==> src/rtl/mem_arb_pkg.sv <==
// Shared types and requester IDs for the two-port memory arbiter.
package mem_arb_pkg;

    typedef enum logic [1:0] {
        IDLE  = 2'd0,
        ISSUE = 2'd1,
        WAIT  = 2'd2
    } arb_state_e;

    localparam logic CPU_ID = 1'b0;
    localparam logic DMA_ID = 1'b1;

endpackage

==> src/rtl/rr_pick2.sv <==
// Combinational two-way request picker; round-robin on a tie unless
// MEM_PORT_ARBITER_FIXED_PRIO_EN selects fixed CPU priority.
module rr_pick2
    import mem_arb_pkg::*;
(
    input  logic [1:0] req,
    input  logic       last_grant,
    output logic       winner,
    output logic       valid
);

`ifdef MEM_PORT_ARBITER_FIXED_PRIO_EN
    logic unused_last_grant;
    assign unused_last_grant = last_grant;
`endif

    // Winner selection: a lone requester wins, a tie is resolved by policy
    always_comb begin
        winner = CPU_ID;
        valid  = |req;
        if (req == 2'b11) begin
`ifdef MEM_PORT_ARBITER_FIXED_PRIO_EN
            winner = CPU_ID;
`else
            winner = ~last_grant;
`endif
        end else if (req[1]) begin
            winner = DMA_ID;
        end else begin
            winner = CPU_ID;
        end
    end

endmodule

==> src/rtl/mem_port_arbiter.sv <==
// CPU/DMA arbiter for a single-port synchronous memory with fixed read latency.
// Build option: MEM_PORT_ARBITER_FIXED_PRIO_EN (fixed CPU priority on ties).
module mem_port_arbiter
    import mem_arb_pkg::*;
#(
    parameter int ADDR_W = 16,
    parameter int DATA_W = 16,
    parameter int RD_LAT = 1
) (
    input  logic              clk,
    input  logic              reset_n,
    input  logic              req0,
    input  logic              req1,
    input  logic              we0,
    input  logic              we1,
    input  logic [ADDR_W-1:0] addr0,
    input  logic [ADDR_W-1:0] addr1,
    input  logic [DATA_W-1:0] wdata0,
    input  logic [DATA_W-1:0] wdata1,
    output logic              gnt0,
    output logic              gnt1,
    output logic              rvalid0,
    output logic              rvalid1,
    output logic [DATA_W-1:0] rdata0,
    output logic [DATA_W-1:0] rdata1,
    output logic [ADDR_W-1:0] mem_addr,
    output logic [DATA_W-1:0] mem_wdata,
    output logic              mem_we,
    input  logic [DATA_W-1:0] mem_rdata,
    output logic              busy,
    output logic              owner
);

    localparam logic [2:0] RD_LAT_C = 3'(RD_LAT);

    arb_state_e        state_r, state_s;
    logic [2:0]        lat_cnt_r, lat_cnt_s;
    logic              last_grant_r, last_grant_s;
    logic              owner_r, owner_s;
    logic              gnt0_r, gnt0_s, gnt1_r, gnt1_s;
    logic              rvalid0_r, rvalid0_s, rvalid1_r, rvalid1_s;
    logic [ADDR_W-1:0] mem_addr_r, mem_addr_s;
    logic [DATA_W-1:0] mem_wdata_r, mem_wdata_s;
    logic              mem_we_r, mem_we_s;
    logic              busy_r, busy_s;
    logic              pick_winner_s, pick_valid_s;

    rr_pick2 u_pick (
        .req        ({req1, req0}),
        .last_grant (last_grant_r),
        .winner     (pick_winner_s),
        .valid      (pick_valid_s)
    );

    // Next-state and next-output decode; all outputs are registered from these
    always_comb begin
        state_s      = state_r;
        lat_cnt_s    = lat_cnt_r;
        last_grant_s = last_grant_r;
        owner_s      = owner_r;
        mem_addr_s   = mem_addr_r;
        mem_wdata_s  = mem_wdata_r;
        mem_we_s     = 1'b0;
        gnt0_s       = 1'b0;
        gnt1_s       = 1'b0;
        rvalid0_s    = 1'b0;
        rvalid1_s    = 1'b0;
        case (state_r)
            IDLE: begin
                if (pick_valid_s) begin
                    state_s      = ISSUE;
                    owner_s      = pick_winner_s;
                    last_grant_s = pick_winner_s;
                    mem_addr_s   = (pick_winner_s == DMA_ID) ? addr1  : addr0;
                    mem_wdata_s  = (pick_winner_s == DMA_ID) ? wdata1 : wdata0;
                    mem_we_s     = (pick_winner_s == DMA_ID) ? we1    : we0;
                    gnt0_s       = (pick_winner_s == CPU_ID);
                    gnt1_s       = (pick_winner_s == DMA_ID);
                end else begin
                    state_s = IDLE;
                end
            end
            ISSUE: begin
                // mem_we_r still holds the issued access type during ISSUE
                if (mem_we_r) begin
                    state_s = IDLE;
                end else begin
                    state_s   = WAIT;
                    lat_cnt_s = RD_LAT_C;
                    rvalid0_s = (RD_LAT_C == 3'd1) && (owner_r == CPU_ID);
                    rvalid1_s = (RD_LAT_C == 3'd1) && (owner_r == DMA_ID);
                end
            end
            WAIT: begin
                if (lat_cnt_r <= 3'd1) begin
                    state_s   = IDLE;
                    lat_cnt_s = 3'd0;
                end else begin
                    state_s   = WAIT;
                    lat_cnt_s = lat_cnt_r - 3'd1;
                    rvalid0_s = (lat_cnt_r == 3'd2) && (owner_r == CPU_ID);
                    rvalid1_s = (lat_cnt_r == 3'd2) && (owner_r == DMA_ID);
                end
            end
            default: begin
                state_s   = IDLE;
                lat_cnt_s = 3'd0;
            end
        endcase
        busy_s = (state_s != IDLE);
    end

    // State and output registers with synchronous active-low reset
    always_ff @(posedge clk) begin
        if (!reset_n) begin
            state_r      <= IDLE;
            lat_cnt_r    <= 3'd0;
            last_grant_r <= DMA_ID;
            owner_r      <= CPU_ID;
            gnt0_r       <= 1'b0;
            gnt1_r       <= 1'b0;
            rvalid0_r    <= 1'b0;
            rvalid1_r    <= 1'b0;
            mem_addr_r   <= '0;
            mem_wdata_r  <= '0;
            mem_we_r     <= 1'b0;
            busy_r       <= 1'b0;
        end else begin
            state_r      <= state_s;
            lat_cnt_r    <= lat_cnt_s;
            last_grant_r <= last_grant_s;
            owner_r      <= owner_s;
            gnt0_r       <= gnt0_s;
            gnt1_r       <= gnt1_s;
            rvalid0_r    <= rvalid0_s;
            rvalid1_r    <= rvalid1_s;
            mem_addr_r   <= mem_addr_s;
            mem_wdata_r  <= mem_wdata_s;
            mem_we_r     <= mem_we_s;
            busy_r       <= busy_s;
        end
    end

    assign gnt0      = gnt0_r;
    assign gnt1      = gnt1_r;
    assign rvalid0   = rvalid0_r;
    assign rvalid1   = rvalid1_r;
    assign rdata0    = mem_rdata;
    assign rdata1    = mem_rdata;
    assign mem_addr  = mem_addr_r;
    assign mem_wdata = mem_wdata_r;
    assign mem_we    = mem_we_r;
    assign busy      = busy_r;
    assign owner     = owner_r;

endmodule

==> config.mk <==
export PLATFORM = sky130hd
export DESIGN_NAME = mem_port_arbiter
export DESIGN_NICKNAME = d
export VERILOG_FILES = /design/src/rtl/mem_arb_pkg.sv /design/src/rtl/rr_pick2.sv /design/src/rtl/mem_port_arbiter.sv
export SDC_FILE = /design/constraint.sdc
export NUM_CORES = 1
export LEC_CHECK = 0
export ABC_AREA = 1
export CAP_MARGIN = 20
export CORE_MARGIN = 8
export CORE_UTILIZATION = 35
export DETAILED_ROUTE_END_ITERATION = 8
export PLACE_DENSITY_LB_ADDON = 0.2
export SLEW_MARGIN = 5
export SYNTH_ARGS = -nofsm -noshare
export SYNTH_HDL_FRONTEND = slang
export SYNTH_SLANG_ARGS = --single-unit
==> constraint.sdc <==
create_clock -name clk -period 2.4 [get_ports clk]
set_clock_uncertainty 0.1 [all_clocks]
set_input_delay 0.36 -clock clk [delete_from_list [all_inputs] [get_ports clk]]
set_output_delay 0.36 -clock clk [all_outputs]
set_load 0.005 [all_outputs]
==> flow_summary.yaml <==
run_status:
  status: "complete, no violations"
synth:
  synth_area_leader_cell: "dfxtp_1"
  ys_types: 18
  synth.avg_cell_area_um2: 7.50
  synthTopCellsByArea: "dfxtp_1 (42%), nand2_1 (15%), buf_4 (11%)"
  synth_top_area_share_pct: 41.5
  seq_area_frac_synth_pct: 41.5
  yosys_warnings: 0
  ys_seq_elements: 45
  syn_inst: 289
  syn_area_mm2: 0.00217
  synth_fp_nets: 382
min_path:
  hold_path.class: "reg2reg"
final_layout:
  antennaDiodeCount: 0
  area_growth_pct: 45.8
  final_util_pct: 53.1
  fin_nets: 455
  drive_above_1_share_pct: 4.13
  fill_cells: 617
routing:
  routedWlPerCell_um: 14.0
  via_per_inst: 4.75
  final_antenna_net_count: 0
  wl_um: 6120
  drc: 0
  drt_iter0_markers: 53
  vias: 2082
  dr.pass1.iters: 5
die:
  dieArea_mm2: 0.00897
  rows: 28
  ios: 157
  die_y_um: 94.7
  core_area_mm2: 0.00596
  initial_core_util_pct: 36.4
  die_w_um: 94.7
cts:
  cts_tree: "built"
  postCtsSetupBuffers: 0
  ctsResizeCount: 0
  cts_max_path_buffers: 2
  cts_inserted_buffers: 5
  cts_hold_buf: 0
  path_clk_slew_ns: 0.08
  htreeDepth: 2
  worst_skew_pair.late_latency_ns: 0.30
  root_buffer: "clkbuf_8"
  cts_sinks: 45
setup_path:
  worst-setup-path-type: "reg2out"
  required_ns: 1.94
  worst-path-max-fanout: 4
  cpPeakStageDelay_ns: 0.52
  crit_chain: "clkdlybuf4s50_1"
  cpMaxStageDelayCell: "clkdlybuf4s50_1"
  crit_buf_inv: 1
  crit_family: "buffers and inverters"
  start_kind: "flop"
  cp-end-kind: "output port"
  worstPathArrival_ns: 1.19
timing:
  min_period_ns: 1.65
  worst_pin_slew_ns: 0.364
  setup_viol: 0
  maxSlewViolCount: 0
  fin_ws_ns: 0.748
  hold_violations: 0
  fmax_mhz: 605
  rsz0062_at_grt: "no"
  fin_crit_sh_pct: 68.8
  fin_tns_setup_ns: 0
  slew_headroom_pct: 75.8
place:
  dp_slack_ns: 0.475
  dp_hpwl_um: 4540
  gp_congestion: 0.723
  numPortBuffers: 108
global_route:
  grt_max_degree: 35
  grt_pass1_vias: 2061
  grt_pass1_wl_um: 9830
  antenna_found_initial: 0
  track_usage_pct: 13.7
  grt_overflow: 0
job:
  maxCapViolCount: 0
power:
  vdd_drop_max_mv: 0.316
  p_per_area_mw_per_mm2: 592
  p_leak_uw: 0.00125
## power breakdown
group	internal (µW)	total, µW	switching, µW
Combinational	311	542	231
Clock	207	454	247
Sequential	835	877	42.0
## flip-flops by register name, indices dropped and copies added, names as in the netlist
signal and count:
busy 1, gnt0 1, gnt1 1, last_grant_r 1
lat_cnt_r 3, mem_addr 16, mem_wdata 16, mem_we 1
owner 1, rvalid0 1, rvalid1 1, state_r 2
## cells by family after synthesis
family                   share of synthesized area [%]
buffers and inverters                             17.1
AO/OA/AOI/OAI                                     19.1
adder cells (fa/ha/maj)                           4.04
AND/OR/NAND/NOR                                   18.2
flip-flops                                        41.5
## worst paths after layout
| check | start | slack, ns | cells past startpoint | endpoint |
|---|---|---|---|---|
| min reg2reg | last_grant_r | 0.37 | 2 | last_grant_r |
| max | owner | 0.75 | 1 | owner |
| max reg2reg | state_r[1] | 0.80 | 9 | mem_we |
| min | last_grant_r | 0.37 | 2 | last_grant_r |
## layout by cell type, fill, tap and decap left out, drive strengths merged
cell type / count
nand3: 3
dfxtp: 45
or2: 1
buf: 7
o21ai: 32
inv: 13
ha: 7
nand2: 86
a21oi: 8
clkinv: 1
nand4: 3
clkbuf: 8
clkdlybuf4s50: 108
a31oi: 33
nor2: 7
o21bai: 1
## tightest hold or removal path, stage by stage, from the launching register on
cell and delay [ns]:
dfxtp_1 0.34, nand2_1 0.06, nand3_1 0.05
## layer usage
metal	up-vias	track usage (%)	wire length [µm]
met4	0	5.07	73
li1	1069	-	-
met1	919	15.9	2570
met3	7	8.02	758
met2	87	20.2	2720
met5	-	0	0
## cell usage after synthesis
master,number
a31oi_1,33
clkinv_1,1
nand2_1,85
or2_2,1
o21bai_1,1
nand2_2,1
o21ai_0,32
nor2_2,1
dfxtp_1,45
nand4_1,3
nand3_1,3
buf_2,9
nor2_1,6
buf_4,33
clkbuf_1,7
ha_1,7
inv_1,13
a21oi_1,8
## final cells by class
type                       instances  area, µm²  share of cell area, %
timing repair buffer             115       1130                   35.9
tap                               75       93.8                   2.97
sequential                        45        901                   28.5
multi-input combinational        181        901                   28.5
inverter                          14       52.6                   1.66
clock buffer                       8       80.1                   2.53
## stage by stage
| step | cells | cell area (µm²) | hold WS, ns | total power (µW) |
|---|---|---|---|---|
| floorplan | 289 | 2170 | 0.329 | 1150 |
| global placement | 430 | 3080 | 0.355 | 1440 |
| detailed placement | 430 | 3080 | 0.360 | 1440 |
| CTS | 438 | 3160 | 0.382 | 1910 |
| global route | 438 | 3160 | 0.423 | 1990 |
| finish | 438 | 3160 | 0.375 | 1870 |
Note: power is estimated with default switching activity, not from simulation.
